## src/rtl/div_iter_param.sv

```systemverilog
`default_nettype none
// ============================================================================
// div_iter_param : iterative restoring divider, 1 or 2 quotient bits/cycle.
// Optional macro DIV_ZERO_CHECK_EN short-circuits a zero divisor.  Rev 1.0
// ============================================================================
module div_iter_param #(
    parameter int WIDTH          = 32,
    parameter int BITS_PER_CYCLE = 1
) (
    input  logic                 clk,
    input  logic                 Rst_n,
    input  logic                 signed_div_i,
    input  logic [WIDTH-1:0]     opdata1_i,
    input  logic [WIDTH-1:0]     opdata2_i,
    input  logic                 start_i,
    input  logic                 annul_i,
    output logic [2*WIDTH-1:0]   result_o,
    output logic                 ready_o,
    output logic                 busy_o,
    output logic                 div_zero_o
);
    localparam int N  = WIDTH / BITS_PER_CYCLE;
    localparam int CW = $clog2(N + 1);
    localparam logic [CW-1:0] LAST_CNT = CW'(N);

    typedef enum logic [1:0] {
        IDLE = 2'd0,
        ON   = 2'd1,
        END  = 2'd2
    } state_t;

    state_t state, next_state;

    // quo starts as |dividend|; quotient bits shift in from the bottom
    logic [WIDTH-1:0]   quo;
    logic [WIDTH-1:0]   dsr;
    logic [WIDTH-1:0]   rem;
    logic [CW-1:0]      cnt;
    logic               neg1, neg2;
    logic               zero_pend;

    logic               accept;
    logic               zero_hit;
    logic [WIDTH-1:0]   abs1, abs2;
    logic [WIDTH-1:0]   step_quo, step_rem;
    logic [WIDTH:0]     trial;
    logic [WIDTH+1:0]   diff;
    logic [WIDTH-1:0]   q_fix, r_fix, raw_a;

    assign accept = (state == IDLE) && start_i && !annul_i;
    assign abs1   = (signed_div_i && opdata1_i[WIDTH-1]) ? -opdata1_i : opdata1_i;
    assign abs2   = (signed_div_i && opdata2_i[WIDTH-1]) ? -opdata2_i : opdata2_i;

`ifdef DIV_ZERO_CHECK_EN
    assign zero_hit = (opdata2_i == '0);
`else
    assign zero_hit = 1'b0;
`endif

    // Extra top bit in diff keeps the borrow visible even when trial >= 2**WIDTH
    always_comb begin
        step_quo = quo;
        step_rem = rem;
        trial    = '0;
        diff     = '0;
        for (int i = 0; i < BITS_PER_CYCLE; i++) begin
            trial    = {step_rem, step_quo[WIDTH-1]};
            diff     = {1'b0, trial} - {2'b00, dsr};
            step_quo = {step_quo[WIDTH-2:0], ~diff[WIDTH+1]};
            if (!diff[WIDTH+1]) begin
                step_rem = diff[WIDTH-1:0];
            end else begin
                step_rem = trial[WIDTH-1:0];
            end
        end
    end

    assign q_fix = (neg1 ^ neg2) ? -quo : quo;
    assign r_fix = neg1 ? -rem : rem;
    assign raw_a = neg1 ? -quo : quo;

    always_comb begin
        next_state = state;
        case (state)
            IDLE: if (accept) next_state = ON;
            ON: begin
                if (annul_i) begin
                    next_state = IDLE;
                end else if (zero_pend || (cnt == LAST_CNT)) begin
                    next_state = END;
                end
            end
            END: if (annul_i || !start_i) next_state = IDLE;
            default: next_state = IDLE;
        endcase
    end

    always_ff @(posedge clk or negedge Rst_n) begin
        if (!Rst_n) begin
            state     <= IDLE;
            quo       <= '0;
            dsr       <= '0;
            rem       <= '0;
            cnt       <= '0;
            neg1      <= 1'b0;
            neg2      <= 1'b0;
            zero_pend <= 1'b0;
            result_o  <= '0;
            ready_o   <= 1'b0;
            busy_o    <= 1'b0;
        end else begin
            state  <= next_state;
            busy_o <= (next_state != IDLE);
            case (state)
                IDLE: begin
                    ready_o  <= 1'b0;
                    result_o <= '0;
                    if (accept) begin
                        quo       <= abs1;
                        dsr       <= abs2;
                        rem       <= '0;
                        cnt       <= '0;
                        neg1      <= signed_div_i & opdata1_i[WIDTH-1];
                        neg2      <= signed_div_i & opdata2_i[WIDTH-1];
                        zero_pend <= zero_hit;
                    end
                end
                ON: begin
                    if (annul_i) begin
                        ready_o  <= 1'b0;
                        result_o <= '0;
                    end else if (zero_pend) begin
                        // quo is still |dividend| here, raw_a restores its sign
                        result_o <= {raw_a, {WIDTH{1'b1}}};
                        ready_o  <= 1'b1;
                    end else if (cnt == LAST_CNT) begin
                        result_o <= {r_fix, q_fix};
                        ready_o  <= 1'b1;
                    end else begin
                        quo <= step_quo;
                        rem <= step_rem;
                        cnt <= cnt + 1'b1;
                    end
                end
                END: begin
                    if (annul_i || !start_i) begin
                        ready_o  <= 1'b0;
                        result_o <= '0;
                    end
                end
                default: begin
                    ready_o  <= 1'b0;
                    result_o <= '0;
                end
            endcase
        end
    end

`ifdef DIV_ZERO_CHECK_EN
    always_ff @(posedge clk or negedge Rst_n) begin
        if (!Rst_n) begin
            div_zero_o <= 1'b0;
        end else if ((state == ON) && !annul_i && zero_pend) begin
            div_zero_o <= 1'b1;
        end else if ((state == END) && (annul_i || !start_i)) begin
            div_zero_o <= 1'b0;
        end
    end
`else
    assign div_zero_o = 1'b0;
`endif

endmodule
`default_nettype wire

```

## config.mk

```make
export PLATFORM = sky130hd
export DESIGN_NAME = div_iter_param
export DESIGN_NICKNAME = d
export VERILOG_FILES = /design/src/rtl/div_iter_param.sv
export SDC_FILE = /design/constraint.sdc
export NUM_CORES = 1
export LEC_CHECK = 0
export CORE_UTILIZATION = 57
export DETAILED_ROUTE_END_ITERATION = 10
export PLACE_DENSITY = 0.84
export SLEW_MARGIN = 0
export SYNTH_ARGS = -nofsm -noshare
export SYNTH_HDL_FRONTEND = slang
export SYNTH_SLANG_ARGS = --single-unit
```

## constraint.sdc

```tcl
create_clock -name clk -period 2.95 [get_ports clk]
set_input_delay 0.59 -clock clk [delete_from_list [all_inputs] [get_ports clk]]
set_output_delay 0.59 -clock clk [all_outputs]
set_load 0.01 [all_outputs]
```

==> results.yml <==
layout:
  area_delta_synth_final_pct: 24.72
  multiInputGateArea_um2: 6347
  final_cell_area_um2: 13830
  num-fill-cells: 1420
  stdcell_count: 1718
  final_nets: 1555
  regArea_um2: 4304
  layout-drive-gt1-share_pct: 11.80
  num_antenna_cells: 0
place:
  hpwl_um: 20840
  port_buffers: 134
  dp.cells: 1686
  routabilityCongestion: 0.9453
  dpl_cell_area_um2: 13220
synth:
  syn_area_um2: 11090
  synth_top_area_cell: "dfrtp_1"
  synth_common_cells: "nand2_1, dfrtp_1, o21ai_0, xor2_1, xnor2_1"
  synthAdderAreaFrac_pct: 4.470
  postSynthCellCount: 1272
  synth_top_area_share_pct: 38.83
  async_flop_share_pct: 100.0
  synth-edff-count: 0
  synth_compound_area_share_pct: 22.52
  syn_area_per_cell_um2: 8.715
  yosys.cell_count.top_type: "nand2_1"
  yosysUniqueCellTypes: 77
  synth-simple-area-share_pct: 16.40
  synth_xor_area_share_pct: 11.61
  ys_warn_count: 0
  synth_top_family_by_area: "compound AO/OA/AOI/OAI gates"
  synth_flop_cell: "dfrtp_1"
  synth.net_count: 1380
  synthMuxAreaShare_pct: 1.456
  ys_ff_latch: 172
  seq_area_frac_synth_pct: 38.83
  ys_top_cells_by_area: "dfrtp_1, o21ai_0, xor2_1"
power:
  p_leak_nw: 5.900
  power.density_nw_per_um2: 850.9
  power.total_mw: 11.76
  peakVddDrop_mv: 0.5976
worst_setup_path:
  timing.rr.start: "rem[5]"
  r2r_slack_ns: 0.14
  worstPathMaxFanout: 15
  reg2reg_depth: 11
  cp.required_ns: 3.25
  reg2reg_to: "rem[22]"
  end_kind: "flop"
  crit_path_start_kind: "flop"
  arrival_ns: 3.11
  crit_type: "reg -> reg"
routing:
  drc: 0
  wl_um: 28570
  vias_per_cell: 5.885
  detail-route-antenna-nets: 0
  wl_per_cell_um: 16.63
  vias: 10110
  first_iter_violations: 804
  dr.pass1.iters: 5
clock_network:
  cts_hold_buf: 0
  clk_pin_slew_ns: 0.07
  numCtsBuffers: 17
  clock_latency_ns: 0.44
  clockBufferDepth: 2
  htree_levels: 4
  clock-sinks: 172
  cts_tree: "built"
  root_buffer: "clkbuf_16"
floorplanning:
  ioPinCount: 136
  die_area_um2: 20010
  rows: 50
  die_w_um: 141.5
  start_util_pct: 58.68
  die_y_um: 141.5
  core_area_um2: 18890
global_routing:
  grt_max_degree: 85
  antenna_found_initial: 0
  track_usage_pct: 29.58
  grt_pass1_wl_um: 46960
  grt_pass1_vias: 9475
  overflow: 0
worst_hold_path:
  min-delay-path-class: "in -> async"
timing:
  clock_skew_ns: 0.01351
  hold_slack_ns: 0.1924
  relSlewSlack_pct: 49.52
  worstMarginPinSlew_ns: 0.7573
  fin_crit_sh_pct: 95.36
  fmax_ghz: 0.3555
  setup_viol: 0
  slew_violations: 0
  fin_crit_ns: 2.813
  timing_hold_violations_final: 0
flow_run:
  cap_violations: 0
status:
  outcome: "finished, final reports clean"
cell families after synthesis:
kind of cell             after synthesis
multiplexers                          16
buffers and inverters                126
AND/OR/NAND/NOR                      366
XOR/XNOR                             147
adder cells (fa/ha/maj)               39
other                                  1
flip-flops                           172
AO/OA/AOI/OAI                        405
power breakdown:
part	total (mW)	internal [mW]	switching, mW
clock	2.06	1.09	0.970
combinational	6.42	2.87	3.54
sequential	3.28	2.77	0.511
total	11.8	6.74	5.02
how the worst max path moves through the flow:
stage                            start       to  slack [ns]  cells after the start
after global routing           rem[21]   rem[1]      -0.003                     11
after global placement    opdata1_i[1]  quo[27]      -0.005                      9
after CTS                      quo[31]  rem[16]       0.004                     12
after floorplan                quo[31]  rem[16]        0.31                     11
final                           rem[5]  rem[22]        0.14                     11
after detailed placement  opdata1_i[1]  quo[29]       -0.04                      8
metal layers:
| metal | GRT usage, % | wire [um] | up-vias |
|---|---|---|---|
| met1 | 42.09 | 12810 | 4794 |
| met2 | 45.70 | 12940 | 414 |
| met5 | 0 | 0 | - |
| met4 | 10.13 | 530 | 0 |
| li1 | - | - | 4853 |
| met3 | 5.231 | 2286 | 50 |
per-stage QoR:
step / util, % / TNS, ns / worst slack (ns)
final: 73.18 / 0 / 0.1370
after global routing: 73.18 / -0.002790 / -0.002790
after CTS: 72.81 / 0 / 0.004441
after detailed placement: 69.99 / -0.06656 / -0.03515
after global placement: 69.99 / -0.005012 / -0.005012
after floorplan: - / 0 / 0.3067
layout by cell type, fill, tap and decap left out, types with 8 or more instances in the layout:
master,netlist,routed
o21ai_0,167,166
a32oi_1,12,12
nand4_1,8,8
clkdlybuf4s50_1,0,133
inv_1,60,60
a21oi_1,67,66
nor2_1,63,62
nand2_1,174,174
nand2b_1,10,10
o31ai_1,17,17
clkbuf_16,0,17
nand3_1,17,16
ha_1,38,36
xnor2_1,69,69
a21o_1,10,10
o21ai_1,27,27
buf_4,2,81
nor3_1,20,20
a22oi_1,28,28
xor2_1,78,78
a31oi_1,15,15
or3_1,12,11
mux2i_1,15,14
dfrtp_1,172,172
state kept, by name, summed over array words and instances (netlist names):
| register | flops |
|---|---|
| state | 2 |
| cnt | 6 |
| neg1 | 1 |
| result_o | 64 |
| quo | 32 |
| rem | 32 |
| neg2 | 1 |
| busy_o | 1 |
| dsr | 32 |
| ready_o | 1 |
final cells by class:
class / count / share of cell area [%]
repair buffers: 222 / 15.12
well taps: 260 / 2.353
flip-flops and latches: 172 / 31.13
clock buffers: 18 / 3.176
clock inverters: 12 / 0.6787
inverters: 60 / 1.629
multi-input cells: 974 / 45.91
critical path: stages, from the launching register on:
cell and delay [ns]:
dfrtp_1 0.41, ha_1 0.40, a41o_1 0.24, a21oi_1 0.05, o31a_1 0.30, a21oi_2 0.23
a21oi_2 0.08, buf_4 0.17, o21a_1 0.23, buf_12 0.16, a32oi_1 0.23, o21ai_0 0.16
repair_timing:
item,CTS,global route
endpoints found under the setup margin,0,33
gates resized for setup,0,13
setup buffers,0,2
Note: power is estimated with default switching activity, not from simulation.
